**src/rtl/ps2_pkg.sv**
```systemverilog
// Shared types and constants for the PS/2 host transmitter and receiver.
// States of the host-to-device transmit sequencer plus common byte codes.
package ps2_pkg;

    typedef enum logic [2:0] {
        ST_IDLE,
        ST_INHIBIT,
        ST_REQ,
        ST_DATA,
        ST_ACK,
        ST_WAIT_IDLE,
        ST_FAIL
    } ps2_state_e;

    localparam logic [7:0] CMD_SET_LED = 8'hED;
    localparam logic [7:0] CMD_ENABLE  = 8'hF4;
    localparam logic [7:0] CMD_RESET   = 8'hFF;

    localparam logic [7:0] ACK    = 8'hFA;
    localparam logic [7:0] RESEND = 8'hFE;
    localparam logic [7:0] BREAK  = 8'hF0;
    localparam logic [7:0] EXT    = 8'hE0;

    function automatic logic odd_parity(input logic [7:0] b);
        return ~^b;
    endfunction

endpackage

```
**src/rtl/ps2_line_filter.sv**
```systemverilog
// Debounce for one PS/2 line: level moves only when all LEN samples agree.
// Also emits a one-cycle pulse on each filtered 1->0 transition.
module ps2_line_filter #(
    parameter int unsigned LEN = 4
) (
    input  logic clk,
    input  logic rst_n,
    input  logic raw,
    output logic lvl,
    output logic fall
);

    logic [LEN-1:0] sh_q, sh_d;
    logic           lvl_q, lvl_d;
    logic           fall_q, fall_d;

    // Shift in the raw pin and update the agreed level.
    always_comb begin
        sh_d   = {sh_q[LEN-2:0], raw};
        lvl_d  = lvl_q;
        if (&sh_q)
            lvl_d = 1'b1;
        else if (~|sh_q)
            lvl_d = 1'b0;
        fall_d = lvl_q & ~lvl_d;
    end

    // Idle PS/2 lines are pulled high, so reset to all ones.
    always_ff @(posedge clk or negedge rst_n) begin
        if (!rst_n) begin
            sh_q   <= '1;
            lvl_q  <= 1'b1;
            fall_q <= 1'b0;
        end else begin
            sh_q   <= sh_d;
            lvl_q  <= lvl_d;
            fall_q <= fall_d;
        end
    end

    assign lvl  = lvl_q;
    assign fall = fall_q;

endmodule

```
**src/rtl/ps2_host_tx.sv**
```systemverilog
// PS/2 host-to-device command transmitter, open-drain via low-active enables.
// Define PS2_TX_RETRY_EN to retry a failed frame up to RETRY_MAX times.
module ps2_host_tx
    import ps2_pkg::*;
#(
    parameter int unsigned INHIBIT_CYCLES = 12000,
    parameter int unsigned TIMEOUT_CYCLES = 1500000,
    parameter int unsigned FILTER_LEN     = 4,
    parameter int unsigned RETRY_MAX      = 2
) (
    input  logic       clk_100mhz,
    input  logic       rst_n,
    input  logic       ps2_c,
    input  logic       ps2_d,
    output logic       ps2_c_oe,
    output logic       ps2_d_oe,
    input  logic [7:0] tx_data,
    input  logic       tx_valid,
    output logic       tx_ready,
    output logic       busy,
    output logic       tx_done,
    output logic       tx_err
);

    localparam int unsigned CNT_MAX =
        (TIMEOUT_CYCLES > INHIBIT_CYCLES) ? TIMEOUT_CYCLES : INHIBIT_CYCLES;
    localparam int unsigned CW = $clog2(CNT_MAX + 1);
    localparam logic [CW-1:0] INH_LAST = CW'(INHIBIT_CYCLES - 1);
    localparam logic [CW-1:0] TMO_LAST = CW'(TIMEOUT_CYCLES - 1);

    ps2_state_e    state_q, state_d;
    logic [CW-1:0] cnt_q, cnt_d;
    logic [3:0]    bit_cnt_q, bit_cnt_d;
    logic [7:0]    data_q, data_d;
    logic          par_q, par_d;
    logic [9:0]    sreg_q, sreg_d;
    logic          dbit_q, dbit_d;
    logic          done_q, done_d;
    logic          rdy_q;

    logic c_lvl, c_fall, d_lvl, unused_d_fall;
    logic accept, tmo, active, retry_ok;

    ps2_line_filter #(.LEN(FILTER_LEN)) u_filt_c (
        .clk  (clk_100mhz),
        .rst_n(rst_n),
        .raw  (ps2_c),
        .lvl  (c_lvl),
        .fall (c_fall)
    );

    ps2_line_filter #(.LEN(FILTER_LEN)) u_filt_d (
        .clk  (clk_100mhz),
        .rst_n(rst_n),
        .raw  (ps2_d),
        .lvl  (d_lvl),
        .fall (unused_d_fall)
    );

    assign accept = tx_valid & tx_ready;
    assign tmo    = (cnt_q == TMO_LAST);
    assign active = (state_q == ST_DATA) | (state_q == ST_ACK) |
                    (state_q == ST_WAIT_IDLE);

`ifdef PS2_TX_RETRY_EN
    logic [3:0] retry_q, retry_d;

    assign retry_ok = (retry_q < 4'(RETRY_MAX));

    // Count failed attempts of the current byte; cleared while idle.
    always_comb begin
        retry_d = retry_q;
        if (state_q == ST_IDLE)
            retry_d = '0;
        else if (state_q == ST_FAIL && retry_ok)
            retry_d = retry_q + 4'd1;
    end

    // Retry counter register.
    always_ff @(posedge clk_100mhz or negedge rst_n) begin
        if (!rst_n)
            retry_q <= '0;
        else
            retry_q <= retry_d;
    end
`else
    localparam int unsigned unused_retry_max = RETRY_MAX;

    assign retry_ok = 1'b0;
`endif

    // State and datapath registers.
    always_ff @(posedge clk_100mhz or negedge rst_n) begin
        if (!rst_n) begin
            state_q   <= ST_IDLE;
            cnt_q     <= '0;
            bit_cnt_q <= '0;
            data_q    <= '0;
            par_q     <= 1'b0;
            sreg_q    <= '1;
            dbit_q    <= 1'b1;
            done_q    <= 1'b0;
            rdy_q     <= 1'b0;
        end else begin
            state_q   <= state_d;
            cnt_q     <= cnt_d;
            bit_cnt_q <= bit_cnt_d;
            data_q    <= data_d;
            par_q     <= par_d;
            sreg_q    <= sreg_d;
            dbit_q    <= dbit_d;
            done_q    <= done_d;
            rdy_q     <= 1'b1;
        end
    end

    // Next-state sequencing of the host request and frame.
    always_comb begin
        state_d = state_q;
        unique case (state_q)
            ST_IDLE:
                if (accept) state_d = ST_INHIBIT;
            ST_INHIBIT:
                if (cnt_q == INH_LAST) state_d = ST_REQ;
            ST_REQ:
                state_d = ST_DATA;
            ST_DATA:
                if (c_fall) begin
                    if (bit_cnt_q == 4'd9) state_d = ST_ACK;
                end else if (tmo) begin
                    state_d = ST_FAIL;
                end
            ST_ACK:
                if (c_fall)
                    state_d = d_lvl ? ST_FAIL : ST_WAIT_IDLE;
                else if (tmo)
                    state_d = ST_FAIL;
            ST_WAIT_IDLE:
                if (c_lvl && d_lvl)
                    state_d = ST_IDLE;
                else if (tmo)
                    state_d = ST_FAIL;
            ST_FAIL:
                state_d = retry_ok ? ST_INHIBIT : ST_IDLE;
            default:
                state_d = ST_IDLE;
        endcase
    end

    // Counters, byte latch and the serial bit pipeline.
    always_comb begin
        cnt_d     = '0;
        bit_cnt_d = bit_cnt_q;
        data_d    = data_q;
        par_d     = par_q;
        sreg_d    = sreg_q;
        dbit_d    = dbit_q;
        done_d    = (state_q == ST_WAIT_IDLE) && (state_d == ST_IDLE);

        if (state_d != state_q)
            cnt_d = '0;
        else if (state_q == ST_INHIBIT)
            cnt_d = cnt_q + CW'(1);
        else if (active)
            cnt_d = c_fall ? '0 : cnt_q + CW'(1);

        if (state_d == ST_INHIBIT && state_q != ST_INHIBIT)
            bit_cnt_d = '0;
        else if (c_fall && (state_q == ST_DATA || state_q == ST_ACK)
                 && bit_cnt_q != 4'd11)
            bit_cnt_d = bit_cnt_q + 4'd1;

        if (accept) begin
            data_d = tx_data;
            par_d  = odd_parity(tx_data);
        end

        if (state_q == ST_INHIBIT && state_d == ST_REQ) begin
            sreg_d = {1'b1, par_q, data_q};
            dbit_d = 1'b0;
        end else if (state_q == ST_DATA && c_fall) begin
            dbit_d = sreg_q[0];
            sreg_d = {1'b1, sreg_q[9:1]};
        end
    end

    // Line enables and status outputs decoded from state.
    always_comb begin
        ps2_c_oe = (state_q == ST_INHIBIT) || (state_q == ST_REQ);
        ps2_d_oe = ((state_q == ST_REQ) || (state_q == ST_DATA)) && !dbit_q;
        busy     = (state_q != ST_IDLE);
        tx_ready = rdy_q && (state_q == ST_IDLE);
        tx_done  = done_q;
        tx_err   = (state_q == ST_FAIL) && !retry_ok;
    end

endmodule

```
**config.mk**
```make
export PLATFORM = sky130hd
export DESIGN_NAME = ps2_host_tx
export DESIGN_NICKNAME = d
export VERILOG_FILES = /design/src/rtl/ps2_pkg.sv /design/src/rtl/ps2_line_filter.sv /design/src/rtl/ps2_host_tx.sv
export SDC_FILE = /design/constraint.sdc
export NUM_CORES = 1
export LEC_CHECK = 0
export CAP_MARGIN = 20
export CORE_MARGIN = 2
export CORE_UTILIZATION = 26
export DETAILED_ROUTE_END_ITERATION = 7
export PLACE_DENSITY = 0.41
export REMOVE_ABC_BUFFERS = 1
export SETUP_SLACK_MARGIN = 0.02
export SLEW_MARGIN = 15
export SYNTH_ARGS = -nofsm -noshare
export SYNTH_HDL_FRONTEND = slang
export SYNTH_HIERARCHICAL = 1
export SYNTH_SLANG_ARGS = --single-unit
```
**constraint.sdc**
```tcl
create_clock -name clk_100mhz -period 2.5 [get_ports clk_100mhz]
set_clock_uncertainty 0.2 [all_clocks]
set_input_delay 0.625 -clock clk_100mhz [delete_from_list [all_inputs] [get_ports clk_100mhz]]
set_output_delay 0.625 -clock clk_100mhz [all_outputs]
set_load 0.01 [all_outputs]
```
## After elaboration in Yosys (flattened, before gate mapping)

Cells that the tools add are included.
W data, S select, Z words.

- Add/subtract/negate cells: 2
- Equality and inequality tests: 15
- Multiplexer cells: 23
- Bitwise logic cells: 5
- Reduce and logical (&&, ||, !) cells: 23

Operator list:

| kind | count |
|---|---|
| $mux W21 | 4 |
| $add A21 B1 Y21 const B | 1 |
| $eq A21 B14 Y1 const B | 1 |
| $eq A21 B21 Y1 const B | 1 |
| $mux W3 | 7 |
| $mux W10 | 2 |
| $pmux W3 S6 | 1 |
| $eq A3 B2 Y1 const B | 3 |
| $eq A3 B3 Y1 const B | 3 |
| $logic_and A1 B1 Y1 | 9 |
| $mux W4 | 2 |
| $reduce_and A4 Y1 | 2 |
| $reduce_or A4 Y1 | 2 |
| $reduce_xnor A8 Y1 | 1 |
| $eq A3 B1 Y1 const B | 2 |
| $logic_not A3 Y1 | 2 |
| $mux W1 | 6 |
| $add A4 B1 Y4 const B | 1 |
| $eq A4 B4 Y1 const B | 1 |
| $ne A4 B4 Y1 const B | 1 |
| $reduce_bool A2 Y1 | 2 |
| $logic_or A1 B1 Y1 | 3 |
| $ne A3 B1 Y1 const B | 1 |
| $ne A3 B3 Y1 | 1 |
| other kinds (7) | 9 |

- Output and inout port bits: 6
- Flip-flop bits (word level): 61
- Logic and storage cells: 82
- Input port bits: 13

## Logic depth before layout (Yosys ltp)

- Depth after elaboration: 8
- Gate-level depth with buffers: 8
- Depth with buffers taken out: 7

## By module

The synthesis kept the hierarchy.

Modules (own cells, without submodules):

| module | instances | sequential area each (µm²) | cells an instance | area each (µm²) |
|---|---|---|---|---|
| ps2_host_tx | 1 | 1238.7 | 248 | 2647.5 |
| ps2_line_filter | 2 | 156.4 | 11 | 195.2 |

## Worst setup path after synthesis

OpenSTA, ideal clock, no wires.

- Kind: register to register
- From: register cnt_q[15]
- To: register cnt_q[5]
- Slack: 49 ps
- Arrival time: 2107 ps
- Clock period less this slack: 2451 ps
- Cell stages (with the launch flop): 7
- Cells stage by stage: dfrtp_1 or4_1 or4_4 nor4b_4 o32a_2 buf_4 nor3_1

- Longest elaborated chain between the ends: 6
- Elaborated cells on any way between the ends: 10
- Those cells by class: eq/ne (3); mux (7)

Ends and longest elaborated chain:

| item | RTL line | source |
|---|---|---|
| from (decl) | ps2_host_tx.sv:32 | `logic [CW-1:0] cnt_q, cnt_d;` |
| from (signal assigned) | ps2_host_tx.sv:106 | `cnt_q <= cnt_d;` |
| $eq A21 B21 Y1 | ps2_host_tx.sv:61 | `assign tmo = (cnt_q == TMO_LAST);` |
| $mux W3 | ps2_host_tx.sv:130, ps2_host_tx.sv:136, ps2_host_tx.sv:141 |  |
| $mux W3, on equally long branches | ps2_host_tx.sv:139, ps2_host_tx.sv:128, ps2_host_tx.sv:134 |  |
| $pmux W3 S6 * | ps2_host_tx.sv:120 | `unique case (state_q)` |
| $ne A3 B3 Y1 * | ps2_host_tx.sv:160 | `if (state_d != state_q)` |
| $mux W21 * | ps2_host_tx.sv:160 |  |
| via cnt_d[5] | ps2_host_tx.sv:32 |  |

The timed path passes the listed nets; every way through them passes the cells marked *.
A chain may end at the register's enable or synchronous reset.

## Worst setup path in the final report

- From: register cnt_q[7]
- To: register cnt_q[14]

- Longest elaborated chain between the ends: 6
- Elaborated cells on any way between the ends: 14
- Those cells by class: add/sub (1); eq/ne (3); mux (10)

Ends and longest elaborated chain:

| item | RTL line |
|---|---|
| branches (longest 5 deep; another with $add A21 B1 Y21) | - |
| $mux W21 * | ps2_host_tx.sv:160 |
| via cnt_d[14] | ps2_host_tx.sv:32 |

Mark *: on every way through the listed nets, which the timed path passes.

==> flow_summary.yaml <==
clock_network:
  cts_root_buffer: "clkbuf_16"
  cts_inserted_buffers: 9
  tritoncts: "built"
  cts_sinks: 60
  cts_max_level: 3
  insertion_delay_ns: 0.33
  cts_hold_buf: 0
  clockBufferDepth: 2
  clk_pin_slew_ns: 0.06
routing:
  via_per_inst: 4.64
  num_vias: 2196
  drt_iter0_markers: 65
  drc: 0
  first_pass_iters: 4
  totalWireLength_um: 6730
  wire_per_inst_um: 14.2
  antenna_left: 0
worst_setup_path:
  crit_path_end_kind: "register"
  cp.arrival_ns: 2.44
  critPathMaxStageDelay_ns: 0.51
  regToRegSetupSlack_ns: 0.07
  critPathMaxFanout: 9
  reg2reg_depth: 7
  worst_setup_path_start_kind: "register"
  cpMaxStageDelayCell: "or4bb_1"
  r2r_start: "cnt_q[7]"
  crit_path_frequent_cell: "buf_4"
  r2r_end: "cnt_q[14]"
  worst_ep_required_time_ns: 2.51
  path_cells: "or4bb_1 > nor4_2 > buf_4 > a31oi_1 > o32ai_2 > buf_4 > nor3_1"
  path_class: "reg -> reg"
synth:
  syn_area_mm2: 0.00300
  synth.avg_cell_area_um2: 11.2
  ys_warn_count: 6
  synth_cells: 267
timing:
  fmax_mhz: 412
  rsz0062_at_grt: "true"
  hold_viol_final: 0
  setup_viol: 0
  period_share_pct: 97.1
  tns_ns: 0
  drv_slew: 0
  relSlewSlack_pct: 62.4
  min_period_ns: 2.43
  worst_pin_slew_ns: 0.562
worst_hold_path:
  hold_class: "in -> async"
global_route:
  first_global_vias: 2341
  overflow: 0
  grt_first_pass_wirelength_um: 11500
  grt.total_usage_pct: 11.8
  antenna_found_initial: 0
  grt_max_degree: 61
floorplan:
  die_area_mm2: 0.0124
  die_x_um: 111
  chipHeight_um: 111
  core_area_mm2: 0.0113
  num_io_pins: 19
  initial_core_util_pct: 26.5
  rows: 39
final_layout:
  n_fill_cell: 1164
  instances_no_fill: 473
  synthToLayoutAreaGrowth_pct: 30.3
  antennaDiodeCount: 0
  drive_above_1_share_pct: 32.7
  fin_util_pct: 34.5
  nets: 341
outcome:
  status: "completed"
power_and_ir_drop:
  power.leakage_nw: 1.76
  vdd_drop_max_mv: 0.207
  powerDensity_mw_per_mm2: 573
  total_power_w: 0.00224
job:
  drv_cap: 0
placement:
  place_congestion: 0.749
  dp_hpwl_um: 4590
  portBuffers: 18
  dp.cells: 450
==> worst max-delay path, delay by kind of cell (launching register included) <==
| family | cells | cell delay [ns] |
|---|---|---|
| AO/OA/AOI/OAI | 2 | 0.43 |
| AND/OR/NAND/NOR | 3 | 0.89 |
| flip-flops | 1 | 0.37 |
| buffers and inverters | 2 | 0.42 |
==> state kept, by name, indices dropped and copies added, names as in the netlist, 3 cells and up <==
signal and flops:
cnt_q 21, sreg_q 9, data_q 8, bit_cnt_q 4
u_filt_c/sh_q 4, u_filt_d/sh_q 4, state_q 3
==> report_power, final <==
| part | internal [W] | total [W] | leakage [nW] | switching, W |
|---|---|---|---|---|
| combinational | 0.0000418 | 0.0000822 | 0.909 | 0.0000404 |
| clock | 0.000672 | 0.00114 | 0.132 | 0.000472 |
| sequential | 0.000997 | 0.00101 | 0.721 | 0.0000151 |
| total | 0.00171 | 0.00224 | 1.76 | 0.000528 |
==> layer usage <==
layer	global-route usage, %	part of all wire, %
met5	0	0
met2	19.8	49
met4	4.03	1.5
met3	4.14	3.1
met1	14.2	47
==> final cells by class <==
class	instances	area, um^2	area share, %
repair buffers	57	504	12.9
clock inverters	7	51.3	1.31
inverters	5	18.8	0.480
well taps	143	179	4.58
flip-flops and latches	60	1530	39.1
multi-input cells	192	1400	35.8
clock buffers	9	225	5.76
==> cell usage in the layout (no fill, tap or decap), types with 2 or more instances in the layout <==
master	count
buf_4	35
nand2_1	15
o21ai_0	3
and3b_2	2
nor4_1	4
ha_1	3
nor3b_1	3
nand2b_1	3
o41ai_2	2
a211o_1	2
dfrtp_2	3
and3_1	4
a21o_1	9
nand4_1	8
clkbuf_16	9
a22o_1	8
xnor2_1	14
clkinv_2	2
buf_12	3
dlygate4sd2_1	4
nor3_1	13
xor2_1	16
and2_1	4
a22oi_1	2
o32a_2	2
clkdlybuf4s50_1	13
clkinvlp_4	2
nand3b_1	3
nand3_1	8
nor3_4	2
inv_1	5
dfrtp_1	37
dfstp_2	20
clkinv_4	2
a21oi_1	3
nor2_1	25
mux2_2	9
==> worst max-delay path by stage <==
stage               from        end  slack, ns
2_1_floorplan  cnt_q[15]   cnt_q[1]      -0.16
3_3_place_gp    tx_valid  cnt_q[14]      -0.03
3_5_place_dp   cnt_q[15]  sreg_q[5]      -0.03
4_1_cts        cnt_q[15]  sreg_q[5]       0.05
5_1_grt        cnt_q[15]  cnt_q[20]       0.01
6_report        cnt_q[7]  cnt_q[14]       0.07
==> what timing repair did <==
action / CTS / global route
pin swaps: 1 / 1
setup buffers: 7 / 0
setup endpoints to repair: 14 / 24
endpoints found under the hold margin: 0 / 0
resized for setup: 11 / 2
==> per-stage QoR <==
stage	cell area, um^2	hold slack, ns	worst slack (ns)
final	3910	0.0852	0.0729
after global placement	3540	0.170	-0.0276
after floorplan	2920	0.129	-0.158
after CTS	3900	0.111	0.0495
after detailed placement	3540	0.173	-0.0256
after global routing	3910	0.118	0.0126
Note: power is estimated with default switching activity, not from simulation.
